--- src/rtl/mem_access_stage.sv ---
// Memory-access stage: runs loads/stores against data memory over a
// req/ack handshake and registers the MEM/WB write-back bundle.
module mem_access_stage #(
   parameter int DATA_W  = 16,
   parameter int REG_AW  = 3,
   parameter int TIMEOUT = 255,
   parameter int TO_W    = 8
) (
   input  logic              clk,
   input  logic              rst,
   input  logic              in_valid,
   input  logic [DATA_W-1:0] in_alu,
   input  logic [DATA_W-1:0] in_store_data,
   input  logic [REG_AW-1:0] in_wb_reg,
   input  logic              in_mem_read,
   input  logic              in_mem_write,
   input  logic              in_reg_write,
   output logic              stall_o,
   output logic              dmem_req,
   output logic              dmem_we,
   output logic [DATA_W-1:0] dmem_addr,
   output logic [DATA_W-1:0] dmem_wdata,
   input  logic              dmem_ack,
   input  logic [DATA_W-1:0] dmem_rdata,
   output logic              wb_valid,
   output logic              wb_we,
   output logic [REG_AW-1:0] wb_reg,
   output logic [DATA_W-1:0] wb_data,
   output logic              err_o,
   output logic [15:0]       ld_cnt,
   output logic [15:0]       st_cnt
);

   typedef enum logic [1:0] {IDLE, REQ, DONE} state_t;

   state_t            state;
   state_t            nextState;
   logic              memOp;
   logic              timeoutHit;
   logic [REG_AW-1:0] capReg;
   logic              capRegWrite;
   logic              abortFlag;
   logic [DATA_W-1:0] rdataLat;
   logic [TO_W-1:0]   toCnt;

   assign memOp = in_valid & (in_mem_read | in_mem_write);

   // An ack in the expiry cycle wins over the timeout.
   assign timeoutHit = !dmem_ack && (toCnt == TO_W'(TIMEOUT - 1));

   always_ff @(posedge clk or posedge rst) begin
      if (rst) state <= IDLE;
      else     state <= nextState;
   end

   always_comb begin
      nextState = state;
      unique case (state)
         IDLE:    if (memOp) nextState = REQ;
         REQ:     if (dmem_ack || timeoutHit) nextState = DONE;
         DONE:    nextState = IDLE;
         default: nextState = IDLE;
      endcase
   end

   always_comb begin
      stall_o = ((state == IDLE) && memOp) || (state == REQ);
   end

   always_ff @(posedge clk or posedge rst) begin
      if (rst) begin
         dmem_req    <= 1'b0;
         dmem_we     <= 1'b0;
         dmem_addr   <= '0;
         dmem_wdata  <= '0;
         wb_valid    <= 1'b0;
         wb_we       <= 1'b0;
         wb_reg      <= '0;
         wb_data     <= '0;
         err_o       <= 1'b0;
         ld_cnt      <= '0;
         st_cnt      <= '0;
         capReg      <= '0;
         capRegWrite <= 1'b0;
         abortFlag   <= 1'b0;
         rdataLat    <= '0;
         toCnt       <= '0;
      end else begin
         unique case (state)
            IDLE: begin
               if (memOp) begin
                  dmem_req    <= 1'b1;
                  dmem_we     <= in_mem_write;
                  dmem_addr   <= in_alu;
                  dmem_wdata  <= in_store_data;
                  capReg      <= in_wb_reg;
                  capRegWrite <= in_reg_write;
                  abortFlag   <= 1'b0;
                  toCnt       <= '0;
                  wb_valid    <= 1'b0;
                  wb_we       <= 1'b0;
               end else begin
                  wb_valid <= in_valid;
                  wb_reg   <= in_wb_reg;
                  wb_data  <= in_alu;
                  wb_we    <= in_valid & in_reg_write
                              & (in_wb_reg != '0);
               end
            end
            REQ: begin
               wb_valid <= 1'b0;
               wb_we    <= 1'b0;
               if (dmem_ack) begin
                  rdataLat <= dmem_rdata;
                  dmem_req <= 1'b0;
               end else if (timeoutHit) begin
                  dmem_req  <= 1'b0;
                  err_o     <= 1'b1;
                  abortFlag <= 1'b1;
               end else begin
                  toCnt <= toCnt + 1'b1;
               end
            end
            DONE: begin
               wb_valid <= 1'b1;
               wb_reg   <= capReg;
               if (abortFlag) begin
                  wb_we   <= 1'b0;
                  wb_data <= '0;
               end else if (dmem_we) begin
                  wb_we   <= 1'b0;
                  wb_data <= dmem_addr;
                  st_cnt  <= st_cnt + 16'd1;
               end else begin
                  wb_we   <= capRegWrite & (capReg != '0);
                  wb_data <= rdataLat;
                  ld_cnt  <= ld_cnt + 16'd1;
               end
            end
            default: ;
         endcase
      end
   end

endmodule

--- config.mk ---
export PLATFORM = sky130hd
export DESIGN_NAME = mem_access_stage
export DESIGN_NICKNAME = d
export VERILOG_FILES = /design/src/rtl/mem_access_stage.sv
export SDC_FILE = /design/constraint.sdc
export NUM_CORES = 1
export LEC_CHECK = 0
export BUFFER_PORTS_ARGS = -buffer_cell sky130_fd_sc_hd__buf_2
export CORE_UTILIZATION = 52
export CTS_CLUSTER_DIAMETER = 120
export DETAILED_ROUTE_END_ITERATION = 6
export GPL_ROUTABILITY_DRIVEN = 0
export PLACE_DENSITY = 0.79
export SYNTH_ARGS = -nofsm -noshare
export SYNTH_HDL_FRONTEND = slang
export SYNTH_SLANG_ARGS = --single-unit
export TNS_END_PERCENT = 5
--- constraint.sdc ---
create_clock -name clk -period 4.5 [get_ports clk]
set_clock_uncertainty 0.15 [all_clocks]
set_input_delay 0.9 -clock clk [delete_from_list [all_inputs] [get_ports clk]]
set_output_delay 0.9 -clock clk [all_outputs]
set_load 0.02 [all_outputs]
### Yosys cells after proc, flatten, opt, wreduce, memory -nomap -nowiden

Cells that the tools add are included.

* logic and storage cells: 86
* bits in registers: 119

* equal/unequal tests: 10
* bitwise operators: 8
* muxes and demuxes: 27
* reduce and logical (&&, ||, !) cells: 21
* add/sub/neg operators: 3

Operator list (number)
* two-way mux 16 bit: 3
* adder 16 x 1 -> 16 bit (second input constant): 2
* case mux 16 bit (2 select lines): 1
* two-way mux 8 bit: 3
* case mux 8 bit (2 select lines): 1
* != test 2 bit (second input constant): 6
* AND reduction 3 bit: 4
* two-way mux 1 bit: 10
* nonzero test 3 bit: 3
* adder 8 x 1 -> 8 bit (second input constant): 1
* equality test 8 bit (second input constant): 1
* AND reduction 2 bit: 4
* AND reduction 4 bit: 2
* case mux 1 bit (3 select lines): 2
* case mux 3 bit (2 select lines): 1
* AND 1 bit: 4
* two-way mux 2 bit: 2
* case mux 1 bit (2 select lines): 2
* case mux 2 bit (2 select lines): 1
* nonzero test 2 bit: 2
* two-way mux 3 bit: 1
* != test 3 bit (second input constant): 1
* inverter 1 bit: 3
* equality test 2 x 1 -> 1 bit (second input constant): 1
* other kinds (6): 8

### Depth between registers and ports, before layout

Gate-level depths: netlist (run 1).

* depth in word-level cells: 5
* gate-level depth with buffers: 8
* gate-level depth less buffers: 6

### Least setup slack after synthesis (run 1)

Ideal clock, no wire load.

* kind: input -> output
* start: input in_mem_write
* end: output stall_o
* path slack: 1.530 ns
* stages: 4
* arrival: 1.920 ns
* path buffers: 2
* cell sequence: o211ai_1 clkbuf_1 buf_1 nand2_1

* longest elaborated chain between the ends: 4

Ends and longest elaborated chain
* from (decl): RTL line 16 `input logic in_mem_write,`
* OR 1 bit: RTL line 46 `assign memOp = in_valid & (in_mem_read | in_mem_write);`
* AND 1 bit: RTL line 46
* logical AND 1 bit: RTL line 67 `stall_o = ((state == IDLE) && memOp) || (state == REQ);`
* logical OR 1 bit: RTL line 67
* to (decl): RTL line 18 `output logic stall_o,`

Every way passes these cells.

### Worst setup path after layout (run 1)

* start: register state[1]
* end: output stall_o

* longest elaborated chain between the ends: 3
* elaborated cells on any way between the ends: 4
* classes of those cells: 1 x eq/ne; 3 x reduce/logical

Ends and longest elaborated chain
* from (decl): RTL line 36 `state_t state;`
* from (signal assigned): RTL line 53 `else state <= nextState;`
* zero test 2 bit: RTL line 67
* logical AND 1 bit: RTL line 67
* logical OR 1 bit (*): RTL line 67

Every way passes the cells marked *; elsewhere a longest branch is shown, timed or not.

==> run summary, run 1 <==
Unrepaired setup endpoints after global routing: false
Cts hold-fix bufs: 0
Post-synthesis sequential area ratio: 55.6%
Setup crit end kind: output port
Distinct cells, synth: 46
Buffers on Ports: 146
Final hold viol count: 0
Final slew viol count: 0
Post-Syn Area per Cell: 10.4 µm²
Latest clock arrival within the worst-skew pair: 0.50 ns
PwrDens: 721 mW/mm²
Max-Cap Viols: 0
GRT Overall Usage: 25.2%
Antenna cells: 0
Commonest cells after routing, fill and taps aside: 149 x nand2_1, 146 x buf_2, 119 x dfrtp_1
Final WS setup: 1.55 ns
Worst slew pin tran: 0.897 ns
Hold/Removal Path Class: flip-flop to flip-flop
Starting density of the core: 54.3%
HP Start: ld_cnt[15]
Vias in the first global route: 4,088
Synthesized net count: 583
Synthesis warning total: 0
R2r setup slk: 1.95 ns
I/O pin total: 147
TritonCTS clock tree: yes
WL/cell: 15.5 µm
Setup Crit Path Kind: flip-flop to output port
Via density: 5.24
Postcts setup bufs: 0
Fillcell total: 735
Share of layout cells above drive strength 1: 33.5%
Reg2Reg Depth: 7
Routed vias: 4,265
Final wirelength: 12,700 µm
CP required: 3.45 ns
Post-synth ARST share: 100%
H-tree depth: 4
Pwr Total: 4.95 mW
Worst path slowest cell: ha_1
Final setup violation count: 0
Fmax: 0.338 GHz
Worst Hold Depth: 1
Clock Pin Slew Worst Setup and Hold Paths: 0.05 ns
Clock tree buffer depth: 2
Startpoint Class: flip-flop
Post-Place Setup Slack: 1.85 ns
FP Rows: 36
Crit path max fanout: 11
Post-route core utilization: 69.6%
Die ar.: 0.0107 mm²
Seq cells post-synth: 119
Mapped Cells: 516
Post-layout min period: 2.95 ns
First-pass GRT wire length: 20,100 µm
RR Startpoint: state[0]
TNS Setup: 0 ns
Initial drt markers: 262
Cts bufs inserted: 17
Dominant synthesized flop cell: dfrtp_1
Die Height: 103 µm
GRT overflow: 0
Critical Path, Cell by Cell: inv_1, ha_1, inv_1, nand2_1, buf_2
Largest net degree at the start of global routing: 54
Initial antenna violation count: 0
Leakage: 3.54 nW
Hold EP: ld_cnt[15]
DP HPWL: 8520 µm
Worst path max stage delay: 0.41 ns
CTS resizes: 0
Number of synthesized flops with an enable pin: 0
Worst slew margin: 39.9%
Net count, final: 735
DRC: 0
Area of the core: 0.00986 mm²
Cell mode on critical path: inv_1
Mapped Area: 0.00536 mm²
Clock sink total: 119
Critical Path AT: 1.90 ns
Chip width: 103 µm
Status: finished clean
Most common cell after layout, fill and taps aside: nand2_1
Fin crit share: 65.7%
VDD IR max: 0.453 mV
Layout area overhead: 28.1%
Antenna Violating Nets Remaining: 0
Critical R2R Capture: toCnt[3]
Clock root cell: clkbuf_8
Drt pass-1 iters: 4
routing by layer:
| layer | vias up | track usage (%) | part of all wire, % |
|---|---|---|---|
| li1 | 2043 | - | - |
| met1 | 2070 | 32.9 | 45 |
| met2 | 140 | 39.9 | 48 |
| met3 | 12 | 7.46 | 6.3 |
| met4 | 0 | 9.32 | 1.1 |
| met5 | - | 0 | 0 |
synthesized netlist by cell type, types with 4 or more instances:
library cell	number	area, µm²
xor2_1	11	96.3
nand2_1	149	559
a21oi_1	22	110
and3_1	4	25.0
o21ai_0	22	110
dfrtp_1	119	2980
inv_1	12	45.0
mux2i_1	4	40.0
buf_1	4	15.0
nor2b_1	17	106
buf_2	5	25.0
nor2_1	9	33.8
clkbuf_1	11	41.3
nand4_1	6	37.5
mux2_2	36	405
ha_1	9	113
nand3_1	14	70.1
xnor2_1	20	175
kinds of logic after synthesis:
| logic type | share of synthesized area, % |
|---|---|
| flip-flops | 55.6 |
| AND/OR/NAND/NOR | 19.3 |
| multiplexers | 8.32 |
| XOR/XNOR | 5.07 |
| buffers and inverters | 2.36 |
| AO/OA/AOI/OAI | 7.24 |
| adder cells (fa/ha/maj) | 2.10 |
worst max-delay path by stage:
stage            startpoint        end  slack (ns)
2_1_floorplan           rst  abortFlag        0.29
3_3_place_gp   in_mem_write    stall_o        1.87
3_5_place_dp   in_mem_write   state[0]        1.85
4_1_cts            state[1]    stall_o        1.56
5_1_grt            state[1]    stall_o        1.41
6_report           state[1]    stall_o        1.55
where the power goes:
group,leakage (nW),switching (mW),total (mW),internal [mW]
clock network,0.307,0.458,1.44,0.984
logic,1.71,1.11,1.78,0.673
registers,1.52,0.271,1.73,1.46
stage by stage:
stage / cell area (µm²) / std cells / hold WS (ns)
floorplan: 5360 / 516 / 0.296
global placement: 6230 / 782 / 0.303
detailed placement: 6230 / 782 / 0.305
CTS: 6860 / 814 / 0.315
global route: 6860 / 814 / 0.331
finish: 6860 / 814 / 0.309
worst max-delay path: cells and delay by family, from the launching register on:
| family | cells | cell delay, ns |
|---|---|---|
| DFF | 1 | 0.40 |
| and+or+nand+nor | 1 | 0.13 |
| adders and majority gates | 1 | 0.41 |
| buffers and inverters | 3 | 0.46 |
area by class of cell:
class | count | area [µm²] | area share, %
repair buffers | 153 | 783 | 11.4
inverters | 12 | 47.5 | 0.693
well taps | 133 | 166 | 2.43
multi-input cells | 365 | 2260 | 32.9
flip-flops and latches | 119 | 2980 | 43.4
clock inverters | 8 | 169 | 2.46
clock buffers | 24 | 460 | 6.71
Power figures use the tool's default switching activity.
==> run 2: changes to the inputs <==
CORE_UTILIZATION = 47   (was 52)
PLACE_DENSITY = 0.76   (was 0.79)
clock period = 2.6 ns   (was 4.5 ns; I/O delays follow)
==> run summary, run 2 (synthesis gave the netlist of run 1 again) <==
Status: finished clean (unchanged)
Max-Cap Viols: 0 (unchanged)
Die Height: 109 µm (was 103 µm)
Layout area overhead: 27.0% (was 28.1%)
GRT Overall Usage: 23.0% (was 25.2%)
Initial drt markers: 274 (was 262)
Worst path slowest cell: ha_1 (unchanged)
Chip width: 109 µm (was 103 µm)
Drt pass-1 iters: 4 (unchanged)
Die ar.: 0.0118 mm² (was 0.0107 mm²)
Leakage: 3.51 nW (was 3.54 nW)
Starting density of the core: 48.8% (was 54.3%)
R2r setup slk: 0.49 ns (was 1.95 ns)
Hold/Removal Path Class: input port to async pin (was flip-flop to flip-flop)
Net count, final: 738 (was 735)
Area of the core: 0.0110 mm² (was 0.00986 mm²)
Post-route core utilization: 61.9% (was 69.6%)
Post-layout min period: 2.40 ns
GRT overflow: 0 (unchanged)
Clock tree buffer depth: 2 (unchanged)
GRT Max-Usage Layer: met2 (unchanged)
Crit path max fanout: 11 (unchanged)
Cell mode on critical path: inv_1 (unchanged)
Via density: 5.17 (was 5.24)
Clock power share: 25.4% (was 29.1%)
Final setup violation count: 0 (unchanged)
Met2 Resource Use GR: 36.9% (was 39.9%)
FP Rows: 38 (was 36)
Initial antenna violation count: 0 (unchanged)
Internal power: 5.02 mW (was 3.11 mW)
Buffers on Ports: 146 (unchanged)
Commonest cells after routing, fill and taps aside: 149 x nand2_1, 146 x buf_2, 119 x dfrtp_1 (unchanged)
Gate power share: 37.5% (was 35.9%)
VDD IR max: 0.630 mV (was 0.453 mV)
Clock sink total: 119 (unchanged)
Setup Crit Path Kind: flip-flop to output port (unchanged)
DRC: 0 (unchanged)
Cts bufs inserted: 17 (unchanged)
Clock Pin Slew Worst Setup and Hold Paths: 0.05 ns (about the same)
Switch Pwr: 3.11 mW (was 1.83 mW)
Met1 usage: 28.8% (was 32.9%)
Worst path max stage delay: 0.41 ns (about the same)
CTS resizes: 0 (unchanged)
Critical Path, Cell by Cell: inv_1, ha_1, inv_1, nand2_1, buf_2 (unchanged)
I/O pin total: 147 (unchanged)
H-tree depth: 4 (unchanged)
RR Startpoint: state[0] (unchanged)
Reg2Reg Depth: 6 (was 7)
TNS Setup: 0 ns (unchanged)
Cts hold-fix bufs: 0 (unchanged)
Antenna Violating Nets Remaining: 0 (unchanged)
Sequential power share: 37.1% (was 34.9%)
Worst slew pin tran: 0.656 ns (was 0.897 ns)
Clock root cell: clkbuf_16 (was clkbuf_8)
Fin crit share: 92.4%
Most common cell after layout, fill and taps aside: nand2_1 (unchanged)
Final slew viol count: 0 (unchanged)
Postcts setup bufs: 0 (unchanged)
WL/cell: 15.2 µm (was 15.5 µm)
Routed vias: 4,257 (was 4,265)
Switching share of total power: 38.3% (was 37.1%)
Worst slew margin: 56.3% (was 39.9%)
Critical Path AT: 1.73 ns (was 1.90 ns)
CP required: 1.93 ns (was 3.45 ns)
DP HPWL: 8830 µm (was 8520 µm)
Latest clock arrival within the worst-skew pair: 0.41 ns (was 0.50 ns)
First-pass GRT wire length: 20,400 µm (was 20,100 µm)
Pwr Total: 8.14 mW (was 4.95 mW)
Unrepaired setup endpoints after global routing: false (unchanged)
TritonCTS clock tree: yes (unchanged)
Fmax: 0.416 GHz
Final hold viol count: 0 (unchanged)
Setup crit end kind: output port (unchanged)
Largest net degree at the start of global routing: 120 (was 54)
Vias in the first global route: 4,205 (was 4,088)
Met3 usage: 7.23% (was 7.46%)
Startpoint Class: flip-flop (unchanged)
Final wirelength: 12,500 µm (was 12,700 µm)
Critical R2R Capture: ld_cnt[15] (was toCnt[3])
PwrDens: 1200 mW/mm² (was 721 mW/mm²)
Antenna cells: 0 (unchanged)
Share of layout cells above drive strength 1: 33.3% (was 33.5%)
[run 2: power groups by stage]
stage,clock network (mW),logic [mW],registers [mW]
floorplan,0,1.54,3.49
global placement,0,2.99,3.00
detailed placement,0,3.09,3.03
CTS,2.11,3.10,3.02
global route,2.20,3.37,3.10
finish,2.07,3.05,3.02
[run 2: per-layer routing]
layer  vias up  share of wire (%)
li1       2044                  -
met1      2046                 42
met2       148                 49
met3        19                7.5
met4         0                1.8
met5         -                  0
[run 2: worst max path at each step]
stage | start | endpoint | slack [ns] | cells after the start
final | state[1] | stall_o | 0.20 | 5
after detailed placement | state[0] | ld_cnt[15] | 0.48 | 6
after CTS | state[1] | stall_o | 0.18 | 5
after global placement | state[0] | ld_cnt[12] | 0.53 | 6
after global routing | state[1] | stall_o | 0.07 | 5
after floorplan | state[0] | stall_o | 0.33 | 6
[run 2: cell type report]
class | count | area [µm²]
fillers | 913 | 4180
flip-flops and latches | 119 | 2980
multi-input cells | 365 | 2260
repair buffers | 156 | 818
clock buffers | 29 | 510
well taps | 140 | 175
inverters | 12 | 48.8
clock inverters | 3 | 15.0
[run 2: worst max-delay path: cells and delay by family, from the launching register on]
| kind | cells | cell delay (ns) |
|---|---|---|
| fa+ha+maj | 1 | 0.41 |
| buf+inv | 3 | 0.43 |
| flops | 1 | 0.40 |
| simple gates | 1 | 0.07 |
[run 2: per-stage QoR]
step | setup WS, ns | area, µm² | instances | hold WS (ns)
finish | 0.197 | 6800 | 824 | 0.0727
global route | 0.0729 | 6800 | 824 | 0.144
CTS | 0.181 | 6800 | 824 | 0.132
detailed placement | 0.479 | 6280 | 792 | 0.309
global placement | 0.534 | 6280 | 792 | 0.303
floorplan | 0.329 | 5360 | 516 | 0.296
==> run 3: changes to the inputs <==
PLACE_DENSITY = default   (was 0.76)
PLACE_DENSITY_LB_ADDON = 0.3   (was default)
==> run summary, run 3 (synthesis gave the netlist of run 1 again) <==
First-pass GRT wire length: 20,300 µm (was 20,400 µm)
Worst Hold Depth: 3
Hold WS: 0.143 ns (was 0.0727 ns)
GRT overflow: 0 (unchanged)
I/O pin total: 147 (unchanged)
Status: finished clean (unchanged)
Max-Cap Viols: 0 (unchanged)
Crit path max fanout: 5 (was 11)
Latest clock arrival within the worst-skew pair: 0.42 ns (was 0.41 ns)
Buffers on Ports: 146 (unchanged)
Startpoint Class: flip-flop (unchanged)
Gate power share: 35.5% (was 37.5%)
Largest net degree at the start of global routing: 67 (was 120)
Final setup violation count: 0 (unchanged)
Commonest cells after routing, fill and taps aside: 149 x nand2_1, 146 x buf_2, 119 x dfrtp_1 (unchanged)
Clock Pin Slew Worst Setup and Hold Paths: 0.05 ns (about the same)
Net count, final: 743 (was 738)
Clock power share: 30.0% (was 25.4%)
Worst slew margin: 61.2% (was 56.3%)
Initial drt markers: 191 (was 274)
Clock sink total: 119 (unchanged)
FP Rows: 38 (unchanged)
Area of the core: 0.0110 mm² (unchanged)
TritonCTS clock tree: yes (unchanged)
Internal power: 5.55 mW (was 5.02 mW)
Switching share of total power: 36.2% (was 38.3%)
Hold/Removal Path Class: input port to flip-flop (was input port to async pin)
Via density: 5.12 (was 5.17)
Critical Path AT: 1.76 ns (was 1.73 ns)
Share of layout cells above drive strength 1: 34.5% (was 33.3%)
Area after DPL: 0.00630 mm² (was 0.00628 mm²)
Final wirelength: 12,600 µm (was 12,500 µm)
DP HPWL: 8620 µm (was 8830 µm)
TNS Setup: 0 ns (unchanged)
GRT Overall Usage: 23.0% (about the same)
Clock tree buffer depth: 2 (unchanged)
Reg2Reg Depth: 6 (unchanged)
Clock root cell: clkbuf_16 (unchanged)
CP required: 1.93 ns (about the same)
Vias in the first global route: 4,188 (was 4,205)
Final WS setup: 0.173 ns (was 0.197 ns)
Antenna cells: 0 (unchanged)
Routed vias: 4,244 (was 4,257)
Starting density of the core: 48.8% (unchanged)
PwrDens: 1240 mW/mm² (was 1200 mW/mm²)
Post-route core utilization: 63.7% (was 61.9%)
Cell Count, Final, Fillers Out: 829 (was 824)
Final hold viol count: 0 (unchanged)
Post-layout min period: 2.43 ns (was 2.40 ns)
Final slew viol count: 0 (unchanged)
WL/cell: 15.1 µm (was 15.2 µm)
Pwr Total: 8.69 mW (was 8.14 mW)
Drt pass-1 iters: 4 (unchanged)
Initial antenna violation count: 0 (unchanged)
VDD IR max: 0.753 mV (was 0.630 mV)
Critical R2R Capture: st_cnt[14] (was ld_cnt[15])
HP Start: in_store_data[4]
Post-Place Setup Slack: 0.448 ns (was 0.479 ns)
Die Height: 109 µm (unchanged)
Most common cell after layout, fill and taps aside: nand2_1 (unchanged)
Fin area: 0.00700 mm² (was 0.00680 mm²)
Layout area overhead: 30.7% (was 27.0%)
Antenna Violating Nets Remaining: 0 (unchanged)
Switch Pwr: 3.15 mW (was 3.11 mW)
Fmax: 0.412 GHz (was 0.416 GHz)
DP Cell Count: 794 (was 792)
Die ar.: 0.0118 mm² (unchanged)
Unrepaired setup endpoints after global routing: false (unchanged)
Chip width: 109 µm (unchanged)
Worst slew pin tran: 0.577 ns (was 0.656 ns)
Fin crit share: 93.3% (was 92.4%)
Hold EP: dmem_wdata[4]
Sequential power share: 34.5% (was 37.1%)
Leakage: 3.60 nW (was 3.51 nW)
Cts bufs inserted: 17 (unchanged)
H-tree depth: 4 (unchanged)
R2r setup slk: 0.44 ns (was 0.49 ns)
Setup crit end kind: output port (unchanged)
RR Startpoint: state[0] (unchanged)
Setup Crit Path Kind: flip-flop to output port (unchanged)
DRC: 0 (unchanged)
-- run 3: how the worst max path moves through the flow --
stage | startpoint | end | slack [ns] | depth (start not counted)
final | state[0] | stall_o | 0.17 | 5
after global routing | state[0] | stall_o | 0.04 | 5
after CTS | state[1] | stall_o | 0.12 | 5
after detailed placement | dmem_we | st_cnt[12] | 0.45 | 4
after global placement | dmem_we | st_cnt[15] | 0.52 | 4
after floorplan | state[0] | stall_o | 0.33 | 6
-- run 3: per-layer routing --
| metal | GRT usage (%) | wire length (µm) | vias to the layer above |
|---|---|---|---|
| met2 | 37.6 | 6050 | 132 |
| met5 | 0 | 0 | - |
| met1 | 27.5 | 5500 | 2047 |
| met4 | 7.92 | 125 | 0 |
| met3 | 9.44 | 878 | 13 |
| li1 | - | - | 2052 |
-- run 3: timing repair --
action / in CTS / in global routing
hold buffers: 1 / 0
setup buffers: 0 / 2
setup endpoints to repair: 0 / 1
hold endpoints to repair: 5 / 0
resized for setup: 0 / 0
-- run 3: critical path: stages (launching register included) --
cell and delay (ns):
dfrtp_1 0.42, inv_1 0.12, ha_1 0.27, o211ai_1 0.23, nand2_1 0.12, buf_2 0.18
-- run 3: power groups by stage --
stage	combinational, mW	clock, mW	sequential [mW]
floorplan	1.54	0	3.49
global placement	3.01	0	2.99
detailed placement	3.10	0	3.01
CTS	3.12	2.66	3.00
global route	3.43	2.76	3.10
finish	3.09	2.61	3.00
-- run 3: area by class of cell --
class,count,area (µm²)
Clock buffer,24,502
Sequential cell,119,2980
Inverter,12,48.8
Clock inverter,8,165
Fill cell,892,3990
Tap cell,140,175
Multi-Input combinational cell,365,2260
Timing Repair Buffer,161,871
